### src/rtl/serial_adder_ctrl.sv
// Bit-serial adder controller: drives one external 1-bit full adder, LSB first, carry registered.
// Define SERIAL_ADDER_OVF_EN to add the signed-overflow output ovf_o.
module serial_adder_ctrl #(
   parameter int unsigned WIDTH = 8
) (
   input  logic             clk,
   input  logic             rst_n,
   input  logic             start_i,
   input  logic [WIDTH-1:0] a_i,
   input  logic [WIDTH-1:0] b_i,
   input  logic             cin_init_i,
   output logic             busy_o,
   output logic             done_o,
   output logic [WIDTH-1:0] result_o,
   output logic             cout_o,
`ifdef SERIAL_ADDER_OVF_EN
   output logic             ovf_o,
`endif
   output logic             fa_s0_o,
   output logic             fa_s1_o,
   output logic             fa_cin_o,
   input  logic             fa_sum_i,
   input  logic             fa_cout_i
);

   localparam int unsigned CntW = $clog2(WIDTH);
   localparam logic [CntW-1:0] LastCnt = CntW'(WIDTH - 1);

   localparam logic [1:0] StIdle = 2'd0;
   localparam logic [1:0] StRun  = 2'd1;
   localparam logic [1:0] StDone = 2'd2;

   logic [1:0]       state_q, state_d;
   logic [WIDTH-1:0] a_sh_q, a_sh_d;
   logic [WIDTH-1:0] b_sh_q, b_sh_d;
   logic [WIDTH-1:0] result_q, result_d;
   logic [CntW-1:0]  cnt_q, cnt_d;
   logic             carry_q, carry_d;
   logic             cout_q, cout_d;
   logic             run;

   assign run = (state_q == StRun);

`ifdef SERIAL_ADDER_OVF_EN
   logic ovf_q, ovf_d;
   assign ovf_o = ovf_q;
`endif

   always_comb begin
      state_d  = state_q;
      a_sh_d   = a_sh_q;
      b_sh_d   = b_sh_q;
      result_d = result_q;
      cnt_d    = cnt_q;
      carry_d  = carry_q;
      cout_d   = cout_q;
`ifdef SERIAL_ADDER_OVF_EN
      ovf_d    = ovf_q;
`endif
      case (state_q)
         StIdle: begin
            if (start_i) begin
               a_sh_d  = a_i;
               b_sh_d  = b_i;
               carry_d = cin_init_i;
               cnt_d   = '0;
               state_d = StRun;
            end
         end
         StRun: begin
            // New sum bit enters at the MSB so the LSB lands at bit 0 after WIDTH shifts.
            result_d = {fa_sum_i, result_q[WIDTH-1:1]};
            carry_d  = fa_cout_i;
            a_sh_d   = a_sh_q >> 1;
            b_sh_d   = b_sh_q >> 1;
            cnt_d    = cnt_q + CntW'(1);
            if (cnt_q == LastCnt) begin
               cout_d  = fa_cout_i;
`ifdef SERIAL_ADDER_OVF_EN
               ovf_d   = carry_q ^ fa_cout_i;
`endif
               state_d = StDone;
            end
         end
         StDone: state_d = StIdle;
         default: state_d = StIdle;
      endcase
   end

   always_ff @(posedge clk or negedge rst_n) begin
      if (!rst_n) begin
         state_q  <= StIdle;
         a_sh_q   <= '0;
         b_sh_q   <= '0;
         result_q <= '0;
         cnt_q    <= '0;
         carry_q  <= 1'b0;
         cout_q   <= 1'b0;
      end else begin
         state_q  <= state_d;
         a_sh_q   <= a_sh_d;
         b_sh_q   <= b_sh_d;
         result_q <= result_d;
         cnt_q    <= cnt_d;
         carry_q  <= carry_d;
         cout_q   <= cout_d;
      end
   end

`ifdef SERIAL_ADDER_OVF_EN
   always_ff @(posedge clk or negedge rst_n) begin
      if (!rst_n) begin
         ovf_q <= 1'b0;
      end else begin
         ovf_q <= ovf_d;
      end
   end
`endif

   assign busy_o   = run;
   assign done_o   = (state_q == StDone);
   assign result_o = result_q;
   assign cout_o   = cout_q;
   assign fa_s0_o  = run & a_sh_q[0];
   assign fa_s1_o  = run & b_sh_q[0];
   assign fa_cin_o = run & carry_q;

endmodule

### config.mk
export PLATFORM = sky130hd
export DESIGN_NAME = serial_adder_ctrl
export DESIGN_NICKNAME = d
export VERILOG_FILES = /design/src/rtl/serial_adder_ctrl.sv
export SDC_FILE = /design/constraint.sdc
export NUM_CORES = 1
export LEC_CHECK = 0
export ABC_CLOCK_PERIOD_IN_PS = 1900
export CORE_MARGIN = 2
export CORE_UTILIZATION = 42
export DETAILED_ROUTE_END_ITERATION = 10
export PLACE_DENSITY = 0.69
export SETUP_SLACK_MARGIN = 0.4
export SYNTH_ARGS = -nofsm -noshare
export SYNTH_HDL_FRONTEND = slang
export SYNTH_SLANG_ARGS = --single-unit
### constraint.sdc
create_clock -name clk -period 1.9 [get_ports clk]
set_clock_uncertainty 0.15 [all_clocks]
set_input_delay 0.285 -clock clk [delete_from_list [all_inputs] [get_ports clk]]
set_output_delay 0.285 -clock clk [all_outputs]
set_load 0.05 [all_outputs]
* Word-level counts from Yosys, hierarchy flattened
Cells that the tools add are included.
** Operators by class
- Equality and inequality tests :: 5
- Add/sub/neg operators :: 1
- Bitwise operators :: 3
- Reduce and logical (&&, ||, !) cells :: 5
- Mux-type cells :: 11
** Operator list (count)
- $pmux W8 S2 :: 2
- $mux W8 :: 2
- $pmux W3 S2 :: 1
- $reduce_and A2 Y1 :: 3
- $mux W2 :: 2
- $pmux W2 S2 :: 1
- $add A3 B1 Y3 const B :: 1
- $and A1 B1 Y1 :: 3
- $eq A3 B3 Y1 const B :: 1
- $mux W3 :: 1
- $eq A2 B1 Y1 const B :: 1
- $eq A2 B2 Y1 const B :: 1
- $logic_not A2 Y1 :: 1
- $ne A2 B1 Y1 const B :: 1
- $ne A2 B2 Y1 const B :: 1
- $pmux W1 S2 :: 1
- $reduce_bool A2 Y1 :: 1
- $mux W1 :: 1
** Word-level totals
- Input port bits :: 22
- Logic and storage cells :: 32
- Flip-flop bits (word level) :: 31
- Output and inout bits :: 14

* Logic depth before layout (Yosys ltp)
Gate-level depths: netlist of run 1.
- Word-level depth :: 3
- Mapped depth :: 4
- Depth with buffers taken out :: 4

* Least setup slack after synthesis of run 1
Ideal clock, no wire load.
- Path type :: register -> output
- Start point :: register state_q[1]
- End point :: output done_o
- Stages on the path, launching flop included :: 4
- Required time :: 1.465 ns
- Setup slack :: -0.030 ns
- Data arrival time :: 1.495 ns
- Buffers on the path :: 2
- Cell sequence :: dfrtp_1 buf_2 buf_2 nor2b_1
** Between the ends
- Cells in the longest elaborated chain, start to end :: 1
** Ends and longest elaborated chain
- start, declared :: RTL line 33 : logic [1:0] state_q, state_d;
- start signal, assigned :: RTL line 92 : state_q <= StIdle;
- start signal, assigned :: RTL line 100 : state_q <= state_d;
- $eq A2 B2 Y1 :: RTL line 121 : assign done_o = (state_q == StDone);
- end, declared :: RTL line 13 : output logic done_o,
Every way passes these cells.

* Worst setup path after layout of run 1
- Start point :: register state_q[1]
- End point :: output fa_cin_o
** Between the ends
- Cells in the longest elaborated chain, start to end :: 2
** Ends and longest elaborated chain
- $eq A2 B1 Y1 :: RTL line 42 : assign run = (state_q == StRun);
- $and A1 B1 Y1 :: RTL line 126 : assign fa_cin_o = run & carry_q;
- end, declared :: RTL line 21 : output logic fa_cin_o,
Every way passes these cells.

==> qor.yml, run 1 <==
timing:
  period_minus_slack_ps: 1770
  whs_ps: 190
  rsz0062_at_grt: "yes"
  clock.fmax_mhz: 567
  final-hold-violation-count: 0
  worstMarginPinSlew_ps: 397
  finalSetupViolCount: 0
  period_share_pct: 92.9
  report.final.slew_viol_count: 0
  slew_headroom_pct: 73.5
  tns_ps: 0
  fin_ws_ps: 135
global_routing:
  grt_overflow: 0
  top_usage_layer: "met2"
  use_met2_pct: 28.0
  grt_util_met3_pct: 5.46
  met1_usage_pct: 23.4
  grt_antenna_before_repair: 0
  grt_max_degree: 32
  track_usage_pct: 17.8
  grt_pass1_wl_um: 5480
  grt_pass1_vias: 1173
synthesis:
  netlist_area_um2: 1520
  synthXorXnorAreaFrac_pct: 0
  muxShareOfSynthArea_pct: 8.08
  synth-simple-area-share_pct: 19.3
  synthesis.nets: 150
  synth-edff-count: 0
  ys_ff_latch: 31
  ys_async_sr_fraction_pct: 100
  synthAdderAreaFrac_pct: 1.65
  yosysSeqAreaShare_pct: 51.1
  synth_top_family_by_area: "simple AND/OR/NAND/NOR gates"
  synthFlopType: "dfrtp_1"
  ys_types: 28
  synth_compound_area_share_pct: 12.1
  syn_area_per_cell_um2: 12.0
  syn_inst: 126
  yosysWarnings: 0
detailed_routing:
  drt-wirelength-per-cell_um: 17.7
  vias_per_cell: 5.44
  firstDrtPassIters: 4
  drc_errors: 0
  drtIter0Drc: 51
  vias: 1229
  drt.antenna.violating_nets: 0
  wirelength_um: 4000
cts:
  cts_made_buffers: 5
  h-tree-depth: 2
  cts.path.max_buffers: 2
  cts_sinks: 31
  cts_tree: "yes"
  clock-root-buffer: "clkbuf_4"
  clk_latency_ps: 330
  clkTransAtPathRegs_ps: 100
setup_path:
  path_max_fanout: 6
  crit_path_end_kind: "output port"
  critical_path_buf_inv_count: 2
  critical_path_arrival_ps: 1330
  crit_chain: "nand2b_4 > inv_6 > and2_4 > buf_12"
  crit_required_ps: 1460
  critPathTopFamily: "flip-flops"
  cp-start-kind: "register"
  cpPeakStageDelay_ps: 410
  r2r_slack_ps: 320
  crit_path_top_delay_cell: "dfrtp_1"
  critPathKind: "reg2out"
place:
  place_hpwl_um: 2080
  portBuffers: 35
  place.gp.congestion: 0.724
  dp_worst_setup_slack_ps: 135
layout:
  regArea_um2: 777
  antenna_cells: 0
  drive_above_1_share_pct: 51.1
  multi_input_area_um2: 912
  fillers: 234
  fin_nets: 203
  area_growth_pct: 66.0
floorplan:
  start_util_pct: 44.4
  row_count: 21
  dieArea_um2: 4110
  fp.coreArea_um2: 3420
  die_w_um: 64.1
  die_h_um: 64.1
  boundaryPins: 36
power:
  power.total_w: 0.00444
  peakVddDrop_v: 0.00126
  p_per_area_nw_per_um2: 1760
  p_leak_nw: 1.10
outcome:
  status: "completed"
hold_path:
  hold_class: "in2async"
job:
  drv_cap: 0
-- per-stage QoR --
stage               utilization [%]  cells  cell area [um^2]
global placement               57.9    203              1980
CTS                            65.8    224              2250
detailed placement             57.9    203              1980
finish                         73.8    226              2520
floorplan                         -    126              1570
global route                   73.8    226              2520
-- where the power goes --
part           internal, W  leakage (nW)  switching [W]
sequential        0.000977         0.364       0.000210
combinational      0.00131         0.687        0.00139
clock             0.000311        0.0482       0.000239
-- path summary, 6_finish.rpt --
check                            from    endpoint  cells after the start
setup / recovery           state_q[1]    fa_cin_o                      4
hold / removal                  rst_n   b_sh_q[2]                      2
setup reg to reg           state_q[1]      cout_o                      5
hold reg to reg             a_sh_q[7]   a_sh_q[7]                      1
max in group asynchronous       rst_n  state_q[0]                      2
min in group clk            a_sh_q[7]   a_sh_q[7]                      1
-- flip-flops by register name, summed over array words and instances, names as in the netlist --
register and count:
result_o 8, a_sh_q 8, b_sh_q 8, carry_q 1, cnt_q 3, state_q 2
cout_o 1
-- cells in the final DEF (no fill, tap or decap), drive strengths merged, types with 2 or more instances in the layout --
master / n
nor4bb: 2
clkdlybuf4s50: 21
dfrtp: 31
clkbuf: 7
nor3b: 12
nor4b: 11
ha: 2
bufbuf: 2
nor2: 2
mux2: 9
o221a: 4
a22o: 2
buf: 33
inv: 13
a211oi: 11
or4b: 4
nand2b: 3
-- per-layer routing --
layer  routed length (um)  vias to the layer above  share of wire [%]
li1                     -                      570                  -
met1                 1780                      612                 45
met2                 1950                       37                 49
met3                  169                       10                4.2
met4                   93                        0                2.3
met5                    0                        -                  0
-- area by class of cell --
cell class / count / share of cell area [%]
sequential: 31 / 30.8
clock buffer: 6 / 2.04
tap: 46 / 2.28
clock inverter: 2 / 1.39
timing repair buffer: 57 / 25.1
multi-input combinational: 71 / 36.2
inverter: 13 / 2.14
-- Yosys cell counts (3+ instances only) --
| cell | instances | area, um^2 |
|---|---|---|
| dfrtp_1 | 31 | 776 |
| inv_1 | 12 | 45.0 |
| nor3b_1 | 12 | 90.1 |
| a211oi_1 | 11 | 82.6 |
| nor4b_1 | 11 | 96.3 |
| mux2_2 | 6 | 67.6 |
| buf_2 | 4 | 20.0 |
| o221a_2 | 4 | 45.0 |
| or4b_1 | 4 | 40.0 |
| clkbuf_1 | 3 | 11.3 |
| mux2_4 | 3 | 45.0 |
| nand2b_1 | 3 | 18.8 |
-- kinds of logic (layout without fill, tap and decap cells) --
logic type,Yosys count,count (layout)
buf+inv,24,78
compound gates,22,22
mux,10,10
simple gates,37,37
flops,31,31
fa+ha+maj,2,2
-- what timing repair did --
action	in CTS	in global routing
buffers inserted	11	2
setup endpoints to repair	12	25
gates resized for setup	13	44
pin swaps	4	3
hold buffers	0	0
gates cloned	2	0
Note: power is estimated with default switching activity, not from simulation.
==> run 2, diff against run 1 <==
Settings changed: ABC_CLOCK_PERIOD_IN_PS 1900 to default.
==> results of run 2 <==
No change in the layout: final DEF, timing and power equal those of run 1.
